## config.mk

```make
export PLATFORM = sky130hd
export DESIGN_NAME = macarray_gen2
export DESIGN_NICKNAME = d
export VERILOG_FILES = /design/src/rtl/macarray_gen2.sv
export SDC_FILE = /design/constraint.sdc
export NUM_CORES = 1
export LEC_CHECK = 0
export CORE_ASPECT_RATIO = 0.5
export CORE_UTILIZATION = 35
export DETAILED_ROUTE_END_ITERATION = 16
export PLACE_DENSITY = 0.67
export SYNTH_ARGS = -nofsm -noshare
export SYNTH_HDL_FRONTEND = slang
export SYNTH_SLANG_ARGS = --single-unit
```

## constraint.sdc

```tcl
create_clock -name CLK -period 21.3 [get_ports CLK]
set_input_delay 2.13 -clock CLK [delete_from_list [all_inputs] [get_ports CLK]]
set_output_delay 2.13 -clock CLK [all_outputs]
set_load 0.05 [all_outputs]
```

## src/rtl/macarray_gen2.sv

```systemverilog
// macarray_gen2: tiled matrix-multiply engine, OUT(TxM) = IN(TxN) * W(NxM).
// Each tile reads one input row and LANES transposed-weight rows, forms LANES
// dot products and writes one packed output word, optionally accumulating
// into the word already stored at that address.
module macarray_gen2 #(
  parameter int DW    = 4,
  parameter int DIM   = 8,
  parameter int LANES = 4,
  parameter int OW    = 16,
  parameter int G     = (DIM + LANES - 1) / LANES,
  parameter int AIW   = $clog2(DIM),
  parameter int AOW   = $clog2(DIM * G)
) (
  input  logic                  CLK,
  input  logic                  RSTN,
  input  logic                  START,
  input  logic [11:0]           MNT,
  input  logic                  ACC,
  output logic                  EN_I,
  output logic                  EN_W,
  output logic [AIW-1:0]        ADDR_I,
  output logic [AIW-1:0]        ADDR_W,
  input  logic [DIM*DW-1:0]     RDATA_I,
  input  logic [DIM*DW-1:0]     RDATA_W,
  output logic                  EN_O,
  output logic                  RW_O,
  output logic [AOW-1:0]        ADDR_O,
  output logic [LANES*OW-1:0]   WDATA_O,
  input  logic [LANES*OW-1:0]   RDATA_O,
  output logic                  BUSY,
  output logic                  DONE,
  output logic                  ERR
);

  // Dot-product accumulator width: holds up to 15 full-scale products.
  localparam int SW = 2 * DW + 4;

  localparam logic [7:0] DIM8   = 8'(DIM);
  localparam logic [7:0] LANES8 = 8'(LANES);
  localparam logic [7:0] G_LAST = 8'(G - 1);
  localparam logic [7:0] T_LAST = 8'(DIM - 1);
  localparam logic [7:0] L_LAST = 8'(LANES - 1);

  typedef enum logic [2:0] {
    S_IDLE,
    S_RDI,
    S_RDW,
    S_LAST,
    S_WR,
    S_DONE
  } state_t;

  state_t state;

  logic       start_q;
  logic [3:0] m_q, n_q, t_q;
  logic       acc_q;
  logic [7:0] g_cnt, t_cnt, l_cnt;

  logic [DIM*DW-1:0]      in_row_p0;
  logic signed [OW-1:0]   lane_sum_p1 [LANES];
  logic signed [OW-1:0]   w_dot;

  logic       start_edge;
  logic       mnt_ok;
  logic       last_tile;
  logic [7:0] t_nxt, g_nxt;
  logic [7:0] m_first, m_next;
  logic [7:0] m_ext, t_ext;

  // Sign-extend or truncate a dot-product sum to the output element width.
  function automatic logic signed [OW-1:0] wrap_ow(input logic signed [SW-1:0] s);
    logic signed [SW+OW-1:0] wide;
    wide = s;
    return wide[OW-1:0];
  endfunction

  // Two's-complement wrapping add of two output elements.
  function automatic logic signed [OW-1:0] add_wrap(input logic signed [OW-1:0] a,
                                                     input logic signed [OW-1:0] b);
    return a + b;
  endfunction

  // Signed dot product over the first n elements of two packed rows.
  function automatic logic signed [OW-1:0] dot(input logic [DIM*DW-1:0] a,
                                                input logic [DIM*DW-1:0] b,
                                                input logic [3:0]        n);
    logic signed [SW-1:0]   s;
    logic signed [DW-1:0]   ea, eb;
    logic signed [2*DW-1:0] p;
    s = '0;
    for (int k = 0; k < DIM; k++) begin
      ea = a[(DIM-1-k)*DW +: DW];
      eb = b[(DIM-1-k)*DW +: DW];
      p  = ea * eb;
      if (k < int'(n)) s = s + SW'(p);
    end
    return wrap_ow(s);
  endfunction

  // Output column index served by lane ln of column group g.
  function automatic logic [7:0] lane_m(input logic [7:0] g, input int ln);
    return g * LANES8 + 8'(ln);
  endfunction

  assign start_edge = START & ~start_q;
  assign mnt_ok     = (MNT[11:8] != 4'd0) && ({4'd0, MNT[11:8]} <= DIM8) &&
                      (MNT[7:4]  != 4'd0) && ({4'd0, MNT[7:4]}  <= DIM8) &&
                      (MNT[3:0]  != 4'd0) && ({4'd0, MNT[3:0]}  <= DIM8);
  assign last_tile  = (g_cnt == G_LAST) && (t_cnt == T_LAST);
  assign t_nxt      = (t_cnt == T_LAST) ? 8'd0 : t_cnt + 8'd1;
  assign g_nxt      = (t_cnt == T_LAST) ? g_cnt + 8'd1 : g_cnt;
  assign m_first    = g_cnt * LANES8;
  assign m_next     = g_cnt * LANES8 + l_cnt + 8'd1;
  assign m_ext      = {4'd0, m_q};
  assign t_ext      = {4'd0, t_q};
  assign w_dot      = dot(in_row_p0, RDATA_W, n_q);

  // Previous START level, so that only a rising edge launches a run.
  always_ff @(posedge CLK or negedge RSTN) begin
    if (!RSTN) start_q <= 1'b0;
    else       start_q <= START;
  end

  // Sequencer: walks groups and rows, drives registered SRAM controls and status.
  always_ff @(posedge CLK or negedge RSTN) begin
    if (!RSTN) begin
      state  <= S_IDLE;
      m_q    <= '0;
      n_q    <= '0;
      t_q    <= '0;
      acc_q  <= 1'b0;
      g_cnt  <= '0;
      t_cnt  <= '0;
      l_cnt  <= '0;
      EN_I   <= 1'b0;
      EN_W   <= 1'b0;
      EN_O   <= 1'b0;
      RW_O   <= 1'b0;
      ADDR_I <= '0;
      ADDR_W <= '0;
      ADDR_O <= '0;
      BUSY   <= 1'b0;
      DONE   <= 1'b0;
      ERR    <= 1'b0;
    end else begin
      case (state)
        S_IDLE: begin
          if (start_edge) begin
            m_q   <= MNT[11:8];
            n_q   <= MNT[7:4];
            t_q   <= MNT[3:0];
            acc_q <= ACC;
            if (mnt_ok) begin
              ERR    <= 1'b0;
              BUSY   <= 1'b1;
              g_cnt  <= '0;
              t_cnt  <= '0;
              l_cnt  <= '0;
              EN_I   <= 1'b1;
              ADDR_I <= '0;
              state  <= S_RDI;
            end else begin
              ERR   <= 1'b1;
              DONE  <= 1'b1;
              state <= S_DONE;
            end
          end
        end
        S_RDI: begin
          EN_I   <= 1'b0;
          l_cnt  <= '0;
          EN_W   <= (m_first < m_ext);
          ADDR_W <= AIW'(m_first);
          state  <= S_RDW;
        end
        S_RDW: begin
          if (l_cnt == L_LAST) begin
            EN_W   <= 1'b0;
            EN_O   <= acc_q && (t_cnt < t_ext);
            RW_O   <= 1'b0;
            ADDR_O <= AOW'(g_cnt * DIM8 + t_cnt);
            state  <= S_LAST;
          end else begin
            l_cnt  <= l_cnt + 8'd1;
            EN_W   <= (m_next < m_ext);
            ADDR_W <= AIW'(m_next);
          end
        end
        S_LAST: begin
          EN_O  <= 1'b1;
          RW_O  <= 1'b1;
          state <= S_WR;
        end
        S_WR: begin
          EN_O <= 1'b0;
          RW_O <= 1'b0;
          if (last_tile) begin
            BUSY  <= 1'b0;
            DONE  <= 1'b1;
            state <= S_DONE;
          end else begin
            g_cnt  <= g_nxt;
            t_cnt  <= t_nxt;
            EN_I   <= (t_nxt < t_ext);
            ADDR_I <= AIW'(t_nxt);
            state  <= S_RDI;
          end
        end
        S_DONE: begin
          DONE  <= 1'b0;
          state <= S_IDLE;
        end
        default: state <= S_IDLE;
      endcase
    end
  end

  // Capture the input row, then one lane dot product per returning weight row.
  always_ff @(posedge CLK) begin
    if (state == S_RDW && l_cnt == 8'd0) in_row_p0 <= RDATA_I;
    for (int ln = 0; ln < LANES - 1; ln++) begin
      if (state == S_RDW && l_cnt == 8'(ln + 1)) lane_sum_p1[ln] <= w_dot;
    end
    if (state == S_LAST) lane_sum_p1[LANES-1] <= w_dot;
  end

  // Write word: valid lanes carry their sum (plus stored value when accumulating).
  always_comb begin
    WDATA_O = '0;
    if (state == S_WR && t_cnt < t_ext) begin
      for (int ln = 0; ln < LANES; ln++) begin
        if (lane_m(g_cnt, ln) < m_ext) begin
          WDATA_O[(LANES-1-ln)*OW +: OW] =
            add_wrap(lane_sum_p1[ln],
                     acc_q ? $signed(RDATA_O[(LANES-1-ln)*OW +: OW]) : {OW{1'b0}});
        end
      end
    end
  end

endmodule

```

# After elaboration in Yosys (flattened, before gate mapping)
# Memory sizes are Yosys's and may differ from the RTL's.
# Cells that the tools add are included.
[op_classes] add_sub_neg=20 eq_ne=18 bitwise=2 magnitude_cmp=18 multipliers=8 reduce_logical=37 muxes=72
[ops] operator="$mux 16" count=11
[ops] operator="$mux 12" count=8
[ops] operator="$add 12x8->12" count=7
[ops] operator="$add 16x16->16" count=4
[ops] operator="$mul 4x4->8" count=8
[ops] operator="$mux 64" count=1
[ops] operator="$lt 8x4->1" count=7
[ops] operator="$mux 8" count=7
[ops] operator="$reduce_or 16->1" count=3
[ops] operator="$add 8x1->8 const B" count=5
[ops] operator="$pmux 8 s2" count=2
[ops] operator="$mux 3" count=8
[ops] operator="$pmux 8 s3" count=1
[ops] operator="$mux 1" count=22
[ops] operator="$reduce_and 4->1" count=5
[ops] operator="$add 8x2->8 const B" count=2
[ops] operator="$eq 8x1->1 const B" count=2
[ops] operator="$eq 8x2->1 const B" count=2
[ops] operator="$lt 3x4->1 const A" count=4
[ops] operator="$pmux 3 s5" count=1
[ops] operator="$ne 2x2->1 const B" count=7
[ops] operator="$le 4x4->1 const B" count=3
[ops] operator="$logic_and 1x1->1" count=12
[ops] operator="$pmux 1 s3" count=4
[ops] operator="21 further kinds" count=39
[word_totals] reg_bits=90 word_cells=196 out_inout_bits=81 in_bits=144 mem_count=1 ramBits=64
[mem_list] name="lane_sum_p1" words=4 word_bits=16 read_ports=4 rd_ports_with_merged_regs=0 wr=1 line_no="61" text="logic signed [OW-1:0] lane_sum_p1 [LANES];"

# Logic depth before layout (Yosys ltp)
[depth] depth_word=19 mapped_depth=89 ltp_nobuf=89

# Least setup slack after synthesis
# No wires, ideal clock.
[synth_timing] kind="input port to flip-flop" startpoint="input RDATA_W[29]" endpoint="memory lane_sum_p1[0][14] (data pin)" t_arrival_ns=21.866 t_required_ns=21.026 path_buffers=0 setup_ns=0.274 cell_stages=82 path_slack_ns=-0.839 path_cell_list="nand2_1 -> fa_1 -> fa_1 -> fa_1 -> inv_1 -> ha_1 -> nor2b_1 -> fa_1 -> inv_1 -> fa_1 -> fa_1 -> inv_1 -> fa_1 -> a21oi_1 -> fa_1 -> fa_1 -> fa_1 -> inv_1 -> [46 not listed] -> nor3_1 -> xnor2_1 -> nor2_1 -> a21o_1 -> ha_1 -> inv_1 -> fa_1 -> inv_1 -> fa_1 -> ha_1 -> and2_1 -> a22o_1 -> a311o_1 -> xnor2_1 -> xnor2_1 -> a21oi_1 -> xnor2_1 -> xnor2_1"
[synth_via] elab_chain_cells=19
[synth_rtl] item="start: declaration" line_no="24" text="input logic [DIM*DW-1:0] RDATA_W,"
[synth_rtl] item="$mul 4x4->8 (*)" line_no="95" text="p = ea * eb;"
[synth_rtl] item="$mux 12 (*)" line_no="96" text="if (k < int'(n)) s = s + SW'(p);"
[synth_rtl] item="$add 12x8->12" line_no="96"
[synth_rtl] item="$mux 12 (*)" line_no="96"
[synth_rtl] item="$add 12x8->12" line_no="96"
[synth_rtl] item="$mux 12 (*)" line_no="96"
[synth_rtl] item="$add 12x8->12" line_no="96"
[synth_rtl] item="$mux 12 (*)" line_no="96"
[synth_rtl] item="[3 not listed]"
[synth_rtl] item="$mux 12 (*)" line_no="96"
[synth_rtl] item="$add 12x8->12" line_no="96"
[synth_rtl] item="$mux 12 (*)" line_no="96"
[synth_rtl] item="$add 12x8->12" line_no="96"
[synth_rtl] item="$mux 12 (*)" line_no="96"
[synth_rtl] item="net w_dot[11]" line_no="62" text="logic signed [OW-1:0] w_dot;"
[synth_rtl] item="$mux 16 (no line) (2 in series)"
[synth_rtl] item="$mux 16 (no line) (*)"
[synth_rtl] item="end: declaration" line_no="61"
# Mark *: on every way through the listed nets, which the timed path passes. The rest lies on a longest branch.

# Final worst setup path
[layout_timing] startpoint="input RDATA_W[30]" endpoint="memory lane_sum_p1[3][14] (data pin)"
# Same word-level chain as after synthesis.

==> flow_summary.ini <==
[sta]
rsz0062_at_grt = yes
tightest_slew_ps = 1060
hold_violations = 0
slew_violations = 0
slew_headroom_pct = 29.5
post-route-period-util_pct = 104
clock.fmax_ghz = 0.0452
whs_ps = 491
post-route-min-period_ps = 22120
final-setup-viol-count = 8
setup_ws_ps = -817
fin_worst_skew_ps = 21.7

[yosys]
muxShareOfSynthArea_pct = 2.28
yosysWarnings = 0
synth_cells = 2136
synthXorXnorAreaFrac_pct = 7.25
syn_avg_cell_area_um2 = 8.91
synth-seq-cells = 135
synth_ff_type = edfxtp_1
synth-edff-count = 80
async_reset_ff_share_pct = 40.7
synth_nets = 2708
seq_area_frac_synth_pct = 19.9
syn_area_um2 = 19000
synth_adder_area_share_pct = 34.5
synth_compound_area_share_pct = 11.8
synth_simple_gate_area_share_pct = 16.5
synth_top_family_by_area = adder cells
ys_types = 73

[die]
boundaryPins = 225
die_y_um = 167
dieWidth_um = 332
initial_utilization_pct = 36.0
die-area_um2 = 55400
fp-row-count = 59
coreArea_um2 = 52800

[global_routing]
grt_pass1_wl_um = 83600
grt_pass1_vias = 16800
grt_antenna_before_repair = 1
grt-ovfl-total = 0
grt_max_degree = 59
track_usage_pct = 18.9

[critical_path]
cp.arrival_ps = 22310
endpoint_kind = flop
crit_top_cell = buf_4
cp_max_fo = 4
crit_type = in2reg
required_ps = 21490
reg2reg_slack_ps = 440
critPathLaunch = RDATA_W[30]
start_kind = input pin
r2r_cells = 100
critPathMaxStageDelay_ps = 570
crit_slowest_cell = fa_2
rr_endpoint = lane_sum_p1[3][14]
r2r_start = in_row_p0[28]

[route]
antenna_left = 0
top_layer_used = met4
dr.pass1.iters = 7
wl_met3_um = 1420
vias = 16200
wl_per_cell_um = 15.9
wl_met2_um = 27100
met1_length_um = 22200
drt_iter0_drc = 655
viasPerCell = 4.94
drt-total-wl_um = 52400
drcViolationCount = 0

[placement]
placed_cell_area_um2 = 23300
port_buffers = 224
hpwl_um = 41200
dp_cells = 3164
place.gp.congestion = 0.868

[run_status]
violations = setup timing
status = finished, violations left

[clocking]
cts_buffers = 17
clkSinkCount = 135
clk_path_buf_depth = 2
cts-root-buf = clkbuf_16
clock_latency_ps = 460
clk_pin_slew_ps = 70
ctsHoldBuffers = 0
tritoncts = built
htree_num_levels = 4

[min_path]
min_path_type = reg2reg
min_to = ADDR_W[2]
min_from = ADDR_W[2]
hold_depth = 1

[layout]
drive_gt1_share_pct = 17.3
areaGrowthSynthToFinish_pct = 32.6
final_common_cell = inv_1
instances_no_fill = 3287
post-route-cell-area_um2 = 25200
n_fill_cell = 4843
final_nets = 3144
layout_common_cells = 325 x inv_1, 237 x buf_4, 234 x ha_1

[run]
drv_cap = 0
## flip-flops by register name (all words and copies together) (netlist names)
signal / flops
lane_sum_p1: 48
in_row_p0: 32
g_cnt: 8
l_cnt: 8
t_cnt: 6
ADDR_O: 4
m_q: 4
n_q: 4
t_q: 4
ADDR_W: 3
state: 3
ADDR_I: 2
BUSY: 1
DONE: 1
EN_I: 1
EN_O: 1
EN_W: 1
ERR: 1
RW_O: 1
acc_q: 1
start_q: 1
## metal layers
layer | global-route usage (%) | vias to the layer above
li1 | - | 7981
met4 | 7.14 | 0
met5 | 0 | -
met3 | 2.17 | 101
met2 | 35.0 | 277
met1 | 22.3 | 7868
## cell type report
type                       count  area (µm²)  share of cell area [%]
inverter                     345        1290                    5.13
antenna                        1        2.50                 0.00992
multi-input combinational   1610       14600                    58.0
timing repair buffer         463        4050                    16.0
sequential                   135        3780                    15.0
clock buffer                  17         425                    1.69
tap                          701         877                    3.48
clock inverter                15         179                   0.709
## through the flow
step	setup WS (ps)	util [%]	setup TNS, ps
after global placement	-1490	44.2	-24560
after global routing	-1540	47.8	-12980
after detailed placement	-1790	44.2	-30260
final	-817	47.8	-3510
after floorplan	-83.3	-	-333
after CTS	-675	46.8	-3310
## worst max-delay path by stage
stage	end	slack [ps]	cells after the start
6_report	lane_sum_p1[3][14]	-820	101
5_1_grt	lane_sum_p1[3][14]	-1540	91
4_1_cts	lane_sum_p1[3][14]	-670	81
3_5_place_dp	lane_sum_p1[3][14]	-1790	79
3_3_place_gp	lane_sum_p1[2][14]	-1490	79
2_1_floorplan	lane_sum_p1[0][14]	-80	79
## worst max-delay path: cells and delay by family
| family | cells | cell delay (ps) |
|---|---|---|
| adders and majority gates | 24 | 10550 |
| and+or+nand+nor | 9 | 1070 |
| xor gates and xnor gates | 5 | 870 |
| AOI/OAI and AO/OA | 10 | 1620 |
| buffers and inverters | 53 | 6070 |
## logic make-up after synthesis
group / Yosys count
mux: 39
xor+xnor: 156
simple gates: 642
buf+inv: 391
fa+ha+maj: 428
flops: 135
compound gates: 345
## cells in the mapped netlist, types with 9 or more instances
cell	count	area, µm²
a21oi_1	100	500
xnor2_1	95	832
a211oi_1	9	67.6
nor3_1	45	225
dfrtp_1	55	1380
inv_1	344	1290
or3_1	18	113
nand2_1	156	586
and3_1	17	106
edfxtp_1	80	2400
o31ai_1	10	75.1
a21o_1	33	248
clkbuf_1	33	124
o21bai_1	15	113
o21ai_0	71	355
nand3_1	29	145
fa_1	162	3240
o21ai_1	9	45.0
o21a_1	20	150
ha_1	266	3330
nand2b_1	34	213
nor2b_1	18	113
xor2_1	60	526
nor2_1	173	649
mux2_2	35	394
a31oi_1	12	75.1
and2_1	118	738
## timing repair
item	4_1_cts	5_1_grt
hold endpoints to repair	0	0
setup endpoints to repair	24	24
pin swaps	66	93
buffers inserted	76	16
gates resized for setup	44	82
cloned	0	0
Power is left out: the tool's default activity adds up to more than one toggle a clock period on the data nets, which glitch-free logic cannot reach.
